--- src/rtl/victim_writeback_buffer_if.sv ---
// -----------------------------------------------------------------------------
// victim_writeback_buffer_if
//
// Bundles the two LC-3b style memory handshakes that meet at the victim
// writeback buffer:
//   - victim-cache side: the evicted-line write port (vc_wb_*) and the line
//     read port (vc_read / vc_address / vc_rdata / vc_resp)
//   - physical-memory side: pmem_read / pmem_write / pmem_address /
//     pmem_wdata / pmem_rdata / pmem_resp
// Every request is held high until the matching one-cycle resp.
//
// Modports:
//   slave  - the buffer itself
//   master - the surroundings (victim cache plus physical memory)
// -----------------------------------------------------------------------------
interface victim_writeback_buffer_if;
    logic         vc_wb_write;
    logic [15:0]  vc_wb_address;
    logic [127:0] vc_wb_wdata;
    logic         vc_wb_resp;

    logic         vc_read;
    logic [15:0]  vc_address;
    logic [127:0] vc_rdata;
    logic         vc_resp;

    logic         pmem_read;
    logic         pmem_write;
    logic [15:0]  pmem_address;
    logic [127:0] pmem_wdata;
    logic [127:0] pmem_rdata;
    logic         pmem_resp;

    modport slave (
        input  vc_wb_write, vc_wb_address, vc_wb_wdata,
        input  vc_read, vc_address,
        input  pmem_rdata, pmem_resp,
        output vc_wb_resp, vc_rdata, vc_resp,
        output pmem_read, pmem_write, pmem_address, pmem_wdata
    );

    modport master (
        output vc_wb_write, vc_wb_address, vc_wb_wdata,
        output vc_read, vc_address,
        output pmem_rdata, pmem_resp,
        input  vc_wb_resp, vc_rdata, vc_resp,
        input  pmem_read, pmem_write, pmem_address, pmem_wdata
    );
endinterface

--- src/rtl/victim_writeback_buffer.sv ---
// -----------------------------------------------------------------------------
// victim_writeback_buffer
//
// Queues dirty 128-bit lines evicted by the victim cache and drains them to
// physical memory in the background. Victim-cache miss reads pass through to
// pmem, except when the line is still buffered: then the youngest buffered
// copy is returned without touching pmem.
//
// Parameters:
//   DEPTH  number of line entries (power of two, 2..8)
//
// Ports:
//   clk       clock
//   reset     synchronous active-high reset
//   bus       victim_writeback_buffer_if.slave (vc_wb_*, vc_read/vc_*, pmem_*)
//   wb_empty  high when the buffer holds no valid entries (registered)
//
// Optional build macro:
//   VICTIM_WB_COALESCE_EN  when defined, an enqueue whose tag matches a valid
//                          entry that is not currently being drained overwrites
//                          that entry in place instead of allocating a new one.
// -----------------------------------------------------------------------------
module victim_writeback_buffer #(
    parameter int DEPTH = 4
) (
    input  logic                      clk,
    input  logic                      reset,
    victim_writeback_buffer_if.slave  bus,
    output logic                      wb_empty
);

    localparam int PW = $clog2(DEPTH);
    localparam int CW = PW + 1;
    localparam logic [CW-1:0] FULL_COUNT = CW'(DEPTH);

    typedef enum logic [1:0] {
        IDLE,
        RD_HIT,
        RD_MEM,
        DRAIN
    } state_t;

    state_t          state_reg;
    state_t          state_next;

    logic [PW-1:0]   head_reg;
    logic [PW-1:0]   tail_reg;
    logic [CW-1:0]   count_reg;
    logic [CW-1:0]   count_next;
    logic [DEPTH-1:0] valid_reg;
    logic            wb_resp_reg;
    logic            wb_empty_reg;
    logic [127:0]    hit_data_reg;

    // Line storage: tag and data arrays without reset; validity lives in
    // valid_reg so the arrays map cleanly onto plain storage.
    logic [11:0]     tag_mem  [DEPTH];
    logic [127:0]    data_mem [DEPTH];

    logic            full;
    logic            empty;
    logic            in_flight;
    logic            pop;
    logic            push;
    logic            accept;
    logic            coalesce;
    logic            latch_hit;

    logic [DEPTH-1:0] rd_match;
    logic [PW:0]      rd_pick;
    logic             rd_hit;
    logic [PW-1:0]    hit_idx;

    logic             cl_hit;
    logic [PW-1:0]    cl_idx;

    // Low address bits select a word inside the line and are irrelevant here.
    logic unused_addr_bits;
    assign unused_addr_bits = ^{bus.vc_wb_address[3:0], bus.vc_address[3:0]};

    assign full      = (count_reg == FULL_COUNT);
    assign empty     = (count_reg == '0);
    assign in_flight = (state_reg == DRAIN);

    // Walks the entries from oldest (head) to youngest; the last match wins,
    // so the result is the match nearest to the tail. Entries outside the
    // head..tail window are never valid, so ordering by offset from head is
    // the true age order. Returns {found, index}.
    function automatic logic [PW:0] pick_youngest(input logic [DEPTH-1:0] m,
                                                  input logic [PW-1:0]    h);
        logic [PW:0]   r;
        logic [PW-1:0] idx;
        r   = '0;
        idx = '0;
        for (int k = 0; k < DEPTH; k++) begin
            idx = h + PW'(k);
            if (m[idx]) begin
                r = {1'b1, idx};
            end
        end
        return r;
    endfunction

    for (genvar gi = 0; gi < DEPTH; gi++) begin : g_rd_match
        assign rd_match[gi] = valid_reg[gi] &&
                              (tag_mem[gi] == bus.vc_address[15:4]);
    end

    assign rd_pick = pick_youngest(rd_match, head_reg);
    assign rd_hit  = rd_pick[PW];
    assign hit_idx = rd_pick[PW-1:0];

`ifdef VICTIM_WB_COALESCE_EN
    logic [DEPTH-1:0] cl_match;
    logic [PW:0]      cl_pick;

    // The head entry is excluded while it is being written to pmem so the
    // data on pmem_wdata never changes under an open request.
    for (genvar gi = 0; gi < DEPTH; gi++) begin : g_cl_match
        assign cl_match[gi] = valid_reg[gi] &&
                              (tag_mem[gi] == bus.vc_wb_address[15:4]) &&
                              !(in_flight && (head_reg == PW'(gi)));
    end

    assign cl_pick = pick_youngest(cl_match, head_reg);
    assign cl_hit  = cl_pick[PW];
    assign cl_idx  = cl_pick[PW-1:0];
`else
    assign cl_hit  = 1'b0;
    assign cl_idx  = '0;
`endif

    // Write acceptance is independent of the FSM. wb_resp_reg blocks a second
    // acceptance during the resp cycle, when the requester still holds write.
    assign accept   = bus.vc_wb_write && !wb_resp_reg && (cl_hit || !full);
    assign coalesce = accept && cl_hit;
    assign push     = accept && !cl_hit;

    always_comb begin
        count_next = count_reg;
        case ({push, pop})
            2'b10:   count_next = count_reg + CW'(1);
            2'b01:   count_next = count_reg - CW'(1);
            default: count_next = count_reg;
        endcase
    end

    // FSM next state and outputs.
    always_comb begin
        state_next       = state_reg;
        pop              = 1'b0;
        latch_hit        = 1'b0;
        bus.pmem_read    = 1'b0;
        bus.pmem_write   = 1'b0;
        bus.pmem_address = '0;
        bus.pmem_wdata   = '0;
        bus.vc_resp      = 1'b0;
        bus.vc_rdata     = '0;

        case (state_reg)
            IDLE: begin
                // A blocked enqueue outranks a read so a full buffer cannot
                // be starved by a stream of reads.
                if (full && bus.vc_wb_write) begin
                    state_next = DRAIN;
                end else if (bus.vc_read) begin
                    if (rd_hit) begin
                        state_next = RD_HIT;
                        latch_hit  = 1'b1;
                    end else begin
                        state_next = RD_MEM;
                    end
                end else if (!empty) begin
                    state_next = DRAIN;
                end
            end

            RD_HIT: begin
                bus.vc_resp  = 1'b1;
                bus.vc_rdata = hit_data_reg;
                state_next   = IDLE;
            end

            RD_MEM: begin
                bus.pmem_read    = 1'b1;
                bus.pmem_address = {bus.vc_address[15:4], 4'h0};
                if (bus.pmem_resp) begin
                    bus.vc_resp  = 1'b1;
                    bus.vc_rdata = bus.pmem_rdata;
                    state_next   = IDLE;
                end
            end

            DRAIN: begin
                bus.pmem_write   = 1'b1;
                bus.pmem_address = {tag_mem[head_reg], 4'h0};
                bus.pmem_wdata   = data_mem[head_reg];
                if (bus.pmem_resp) begin
                    pop        = 1'b1;
                    state_next = IDLE;
                end
            end

            default: state_next = IDLE;
        endcase
    end

    // Control state.
    always_ff @(posedge clk) begin
        if (reset) begin
            state_reg    <= IDLE;
            head_reg     <= '0;
            tail_reg     <= '0;
            count_reg    <= '0;
            valid_reg    <= '0;
            wb_resp_reg  <= 1'b0;
            wb_empty_reg <= 1'b1;
            hit_data_reg <= '0;
        end else begin
            state_reg    <= state_next;
            count_reg    <= count_next;
            wb_empty_reg <= (count_next == '0);
            wb_resp_reg  <= accept;
            if (latch_hit) begin
                hit_data_reg <= data_mem[hit_idx];
            end
            if (pop) begin
                head_reg <= head_reg + PW'(1);
            end
            if (push) begin
                tail_reg <= tail_reg + PW'(1);
            end
            // Push and pop never target the same slot: a pop needs count>0
            // and a push needs count<DEPTH, so head != tail whenever both fire.
            for (int i = 0; i < DEPTH; i++) begin
                if (push && (tail_reg == PW'(i))) begin
                    valid_reg[i] <= 1'b1;
                end else if (pop && (head_reg == PW'(i))) begin
                    valid_reg[i] <= 1'b0;
                end
            end
        end
    end

    // Line storage writes.
    always_ff @(posedge clk) begin
        if (!reset) begin
            if (push) begin
                tag_mem[tail_reg]  <= bus.vc_wb_address[15:4];
                data_mem[tail_reg] <= bus.vc_wb_wdata;
            end else if (coalesce) begin
                data_mem[cl_idx] <= bus.vc_wb_wdata;
            end
        end
    end

    assign bus.vc_wb_resp = wb_resp_reg;
    assign wb_empty       = wb_empty_reg;

endmodule

--- src/flat_wrapper.sv ---
// flat-port wrapper written by rule: the top's interface ports become plain ports
module victim_writeback_buffer_flat 
#(
    parameter int DEPTH = 4
)
  (clk, reset, wb_empty, bus_vc_wb_write, bus_vc_wb_address, bus_vc_wb_wdata, bus_vc_read, bus_vc_address, bus_pmem_rdata, bus_pmem_resp, bus_vc_wb_resp, bus_vc_rdata, bus_vc_resp, bus_pmem_read, bus_pmem_write, bus_pmem_address, bus_pmem_wdata);
  victim_writeback_buffer_if bus_i ();
  input  logic clk;
  input  logic reset;
  output logic wb_empty;
  input wire logic [$bits(bus_i.vc_wb_write)-1:0] bus_vc_wb_write;
  input wire logic [$bits(bus_i.vc_wb_address)-1:0] bus_vc_wb_address;
  input wire logic [$bits(bus_i.vc_wb_wdata)-1:0] bus_vc_wb_wdata;
  input wire logic [$bits(bus_i.vc_read)-1:0] bus_vc_read;
  input wire logic [$bits(bus_i.vc_address)-1:0] bus_vc_address;
  input wire logic [$bits(bus_i.pmem_rdata)-1:0] bus_pmem_rdata;
  input wire logic [$bits(bus_i.pmem_resp)-1:0] bus_pmem_resp;
  output wire logic [$bits(bus_i.vc_wb_resp)-1:0] bus_vc_wb_resp;
  output wire logic [$bits(bus_i.vc_rdata)-1:0] bus_vc_rdata;
  output wire logic [$bits(bus_i.vc_resp)-1:0] bus_vc_resp;
  output wire logic [$bits(bus_i.pmem_read)-1:0] bus_pmem_read;
  output wire logic [$bits(bus_i.pmem_write)-1:0] bus_pmem_write;
  output wire logic [$bits(bus_i.pmem_address)-1:0] bus_pmem_address;
  output wire logic [$bits(bus_i.pmem_wdata)-1:0] bus_pmem_wdata;
  assign bus_i.vc_wb_write = bus_vc_wb_write;
  assign bus_i.vc_wb_address = bus_vc_wb_address;
  assign bus_i.vc_wb_wdata = bus_vc_wb_wdata;
  assign bus_i.vc_read = bus_vc_read;
  assign bus_i.vc_address = bus_vc_address;
  assign bus_i.pmem_rdata = bus_pmem_rdata;
  assign bus_i.pmem_resp = bus_pmem_resp;
  assign bus_vc_wb_resp = bus_i.vc_wb_resp;
  assign bus_vc_rdata = bus_i.vc_rdata;
  assign bus_vc_resp = bus_i.vc_resp;
  assign bus_pmem_read = bus_i.pmem_read;
  assign bus_pmem_write = bus_i.pmem_write;
  assign bus_pmem_address = bus_i.pmem_address;
  assign bus_pmem_wdata = bus_i.pmem_wdata;
  victim_writeback_buffer #(.DEPTH(DEPTH)) u_core (.clk(clk), .reset(reset), .bus(bus_i), .wb_empty(wb_empty));
endmodule
--- config.mk ---
export PLATFORM = sky130hd
export DESIGN_NAME = victim_writeback_buffer_flat
export DESIGN_NICKNAME = d
export VERILOG_FILES = /design/src/rtl/victim_writeback_buffer_if.sv /design/src/rtl/victim_writeback_buffer.sv /design/src/flat_wrapper.sv
export SDC_FILE = /design/constraint.sdc
export NUM_CORES = 1
export LEC_CHECK = 0
export CORE_MARGIN = 4
export CORE_UTILIZATION = 54
export DETAILED_ROUTE_END_ITERATION = 7
export GPL_ROUTABILITY_DRIVEN = 0
export PLACE_DENSITY = 0.81
export SLEW_MARGIN = 20
export SYNTH_ARGS = -nofsm -noshare
export SYNTH_HDL_FRONTEND = slang
export SYNTH_SLANG_ARGS = --single-unit
--- constraint.sdc ---
create_clock -name clk -period 5.98 [get_ports clk]
set_input_delay 1.495 -clock clk [delete_from_list [all_inputs] [get_ports clk]]
set_output_delay 1.495 -clock clk [all_outputs]
set_load 0.02 [all_outputs]
# After elaboration in Yosys (flattened, before gate mapping)
# Memories as Yosys holds them, arrays and structs flattened. A register that Yosys moved wholly into a read port is not among the register bits.
# Cells that the tools add are included.
# op_classes
addsub	6
order_cmp	4
n_eq_ne	18
mux	47
reduce_logical	28
# op_table
cell	n
128-bit two-way mux	2
128-bit case mux with 2 select lines	1
12-bit equality test	4
16-bit case mux with 2 select lines	1
1-bit two-way mux	23
2-bit two-way mux	9
1-bit logical AND	15
2-bit equality test, second input constant	7
2-bit by 3-bit < comparator with 1-bit output, second input constant	4
3-bit two-way mux	4
1-bit binary-select mux with 2-bit select	4
2-bit by 1-bit equality test with 1-bit output, second input constant	4
2-bit nonzero test	4
2-bit zero test	3
3-bit zero test	2
2-bit case mux with 3 select lines	1
3-bit case mux with 2 select lines	1
2-bit by 1-bit adder with 2-bit output, second input constant	2
2-bit adder, second input constant	2
4-bit != test, second input constant	1
3-bit by 1-bit adder with 3-bit output, second input constant	1
3-bit equality test, second input constant	1
3-bit by 1-bit subtractor with 3-bit output, second input constant	1
1-bit zero test	2
4 further kinds	4
# totals
register_bits	15
ramBits	560
out_inout_bits	277
memories	2
# memory_table
memory	depth	width	read_ports	rd_clocked_by_memory_dff	wr	line_no	text
u_core.data_mem	4	128	2	2	1	victim_writeback_buffer.sv:58	logic [127:0] data_mem [DEPTH];
u_core.tag_mem	4	12	5	1	1	victim_writeback_buffer.sv:57	logic [11:0] tag_mem [DEPTH];

# Logic depth before layout (Yosys ltp)
# An unclocked memory read counts as a cell.
# depth
depth_word	13
depth_mapped	12

# Worst setup path after synthesis
# Ideal clock, no wire load.
# synth_path
kind	in2reg
startpoint	input bus_vc_wb_write
endpoint	memory u_core.data_mem[0][0], enable pin
setup_ns	0.517
arrival_ns	5.114
setup_slack_ns	0.348
path_stages	3
n_path_buf	0
path_cell_list	nand3b_1 nor2_1 and2_1
# synth_via
elab_chain_cells	5
# synth_lines
item	line_no	text
start, declared	flat_wrapper.sv:11	input wire logic [$bits(bus_i.vc_wb_write)-1:0] bus_vc_wb_write;
1-bit logical AND (2 in a row)	victim_writeback_buffer.sv:135	assign accept = bus.vc_wb_write && !wb_resp_reg && (cl_hit || !full);
1-bit two-way mux	victim_writeback_buffer.sv:248	if (push) begin
1-bit two-way mux	victim_writeback_buffer.sv:247	if (!reset) begin
1-bit two-way mux (implied by the code)	victim_writeback_buffer.sv:250	data_mem[tail_reg] <= bus.vc_wb_wdata;
end, declared	victim_writeback_buffer.sv:58	
# No other way between the ends.

# Worst setup path after layout
# layout_path
startpoint	input bus_pmem_resp
endpoint	output bus_vc_rdata[36]
# layout_via
elab_chain_cells	2
# layout_lines
item	line_no	text
start, declared	flat_wrapper.sv:17	input wire logic [$bits(bus_i.pmem_resp)-1:0] bus_pmem_resp;
128-bit two-way mux	victim_writeback_buffer.sv:187	if (bus.pmem_resp) begin
128-bit case mux with 2 select lines	victim_writeback_buffer.sv:160	case (state_reg)
end, declared	flat_wrapper.sv:19	output wire logic [$bits(bus_i.vc_rdata)-1:0] bus_vc_rdata;
# No other way between the ends.

==> summary.txt <==
Predominant post-synthesis flop cell: edfxtp_1
WP buf/inv: 3
CTS clock-pin slew for the worst setup and hold paths: 60 ps
Top-area cell type share of the netlist area: 0.499
DIE HEIGHT: 258 um
Max-slew violation count: 0
Pre-antenna DRT Iters: 6
Reg-to-reg slack, setup: 2520 ps
I/O pin count: 570
Post-synthesis cell count: 2418
Initial Util: 0.547
# hold bufs at CTS: 0
Layout cell share with drive strength beyond 1: 0.156
Max Cap Viol: 0
Fmax: 0.191 GHz
Max FFs per register: 512
CP endpoint kind: output port
Critical path required time: 4490 ps
Startpoint Class: primary input
Number of port buffers: 557
Antenna violations before repair: 15
Clock Tree Buf Depth: 3
DRT iter0 DRCs: 1912
First-pass GRT wire length: 148 mm
Clock tree root buffer cell: clkbuf_16
Finished Core Util: 0.691
RSZ-0062 raised after global routing: false
Worst path cell trace: clkdlybuf4s50_1 > and2_4 > buf_4 > a22oi_1 > nor2b_1 > clkdlybuf4s50_1
#FFs+latches synth: 705
Synth-to-layout area growth: 26.4%
Row count: 91
Area of the multi-input gates: 0.0130 sq mm
Yosys warnings: 0
Detailed-route wire length per cell: 26.1 um
Async S/R FF share, synth: 0
Routed Wire Length: 99.1 mm
Arr. time, crit path: 3750 ps
Final Skew: 23.6 ps
Max_slew headroom: 0.283
Storage cell area: 0.0197 sq mm
Post-DP Area: 0.0401 sq mm
Hold WS: 470 ps
Max IR drop VDD: 0.238 mV
Post-synth top area cell: edfxtp_1
Kind of critical path: in2out
Max incr delay on CP: 640 ps
Vias per cell: 6.21
Hold/Removal Path Class: reg2reg
Area contributors post-synth: edfxtp_1 (50%), mux4_2 (9.3%), dfxtp_1 (8.6%), mux2i_1 (3.9%), o211ai_2 (3.7%)
DR vias: 23530
Setup bufs post-CTS: 0
Post-Syn Area per Cell: 13.9 sq um
Vias in the first global route: 24692
Period utilization: 0.878
CP max-delay cell: clkdlybuf4s50_1
Post-layout min period: 5250 ps
Cts repair resizes: 0
Pin count of the biggest net entering global routing: 135
Leakage: 0.0140 uW
Least-Margin Pin Slew: 1080 ps
Critical Path Fanout Max: 59
Placeable core area: 0.0617 sq mm
Final #Nets: 3188
Die width: 258 um
Fill cells: 4098
DRC: 0
Setup TNS: 0 ps
Clock sinks: 705
Gr ovfl total: 0
Delay-heaviest family, CP: buffers and inverters
Pwr Density: 272 mW/mm^2
Number of synthesized flops with an enable pin: 560
Sequential share of the synthesized area: 0.585
TritonCTS clock tree: yes
Final hold vios: 0
Outcome: finished clean
Overall Power: 11600 uW
Detail Placement HPWL: 61.3 mm
Mapped Area: 0.0337 sq mm
Later-pin clock latency in the skew report: 620 ps
Die ar.: 0.0665 sq mm
Setup violators final: 0
TritonCTS Buffers: 74
H-tree levels: 3
Top-count cell post-synth: edfxtp_1
GR Util All Layers: 0.288
Antenna Nets Post-Route: 0
Most used cell, CP: clkdlybuf4s50_1
Top cells by count, synth: edfxtp_1 (560), dfxtp_1 (145), mux4_2 (140), nand2_1 (140), clkbuf_1 (138)
Distinct cells, synth: 56
Final instance area: 0.0426 sq mm
-- routing by layer --
metal,global-route usage,vias up,routed length (um)
li1,-,10242,-
met5,0,-,13
met3,0.0599,249,7890
met2,0.495,1182,50500
met4,0.127,2,4220
met1,0.355,11855,36500
-- report_power, final --
group	total [uW]	switching, uW	leakage (uW)	internal, uW
logic	1540	806	0.00653	738
clock network	4590	1880	0.00119	2710
registers	5470	61.8	0.00625	5410
-- cells in the final DEF, fill, tap and decap left out, types with 13 or more instances in the layout --
master / count
edfxtp_1: 560
clkdlybuf4s50_1: 557
dfxtp_1: 143
mux4_2: 140
nand2_1: 140
and2_1: 132
mux2i_1: 130
nor2b_1: 129
a22oi_1: 128
and3_1: 128
o211ai_2: 100
o21ai_1: 89
a21boi_0: 78
clkbuf_16: 77
xnor2_1: 50
a21boi_1: 50
o21ai_2: 30
o211ai_1: 29
buf_12: 27
buf_4: 22
nor2_1: 16
diode_2: 14
clkinv_2: 14
o21ai_0: 13
clkbuf_1: 13
-- logic make-up after synthesis --
logic type | after synthesis | share of synthesized area
and+or+nand+nor | 585 | 0.0973
AOI/OAI and AO/OA | 556 | 0.134
xor gates and xnor gates | 51 | 0.0132
DFF | 705 | 0.585
muxes | 272 | 0.133
other | 1 | 0.000111
buffers and inverters | 234 | 0.0325
adders and majority gates | 14 | 0.00542
-- stage by stage --
step                std cells  worst slack, ps
global route             3790              642
finish                   3792              731
global placement         3641              831
CTS                      3777              768
floorplan                2421              348
detailed placement       3641              764
-- layout make-up --
type | instances | share of cell area
inverter | 11 | 0.000969
multi-input combinational | 1482 | 0.306
timing repair buffer | 607 | 0.148
tap | 837 | 0.0246
clock inverter | 38 | 0.00813
clock buffer | 98 | 0.0489
antenna | 14 | 0.000822
sequential | 705 | 0.463
-- final timing paths --
path | from | endpoint | cells after the start
worst max register to register | u_core.tag_mem[2][2] | u_core.hit_data_reg[84] | 9
worst max-delay path | bus_pmem_resp | bus_vc_rdata[36] | 6
worst min-delay path | u_core.hit_data_reg[40] | u_core.hit_data_reg[40] | 2
worst min register to register | u_core.hit_data_reg[40] | u_core.hit_data_reg[40] | 2
-- tightest hold or removal path, stage by stage (launching register included) --
cell	delay [ps]
dfxtp_1	320
nand2_1	70
o211ai_2	50
(Power assumes the default switching activity.)
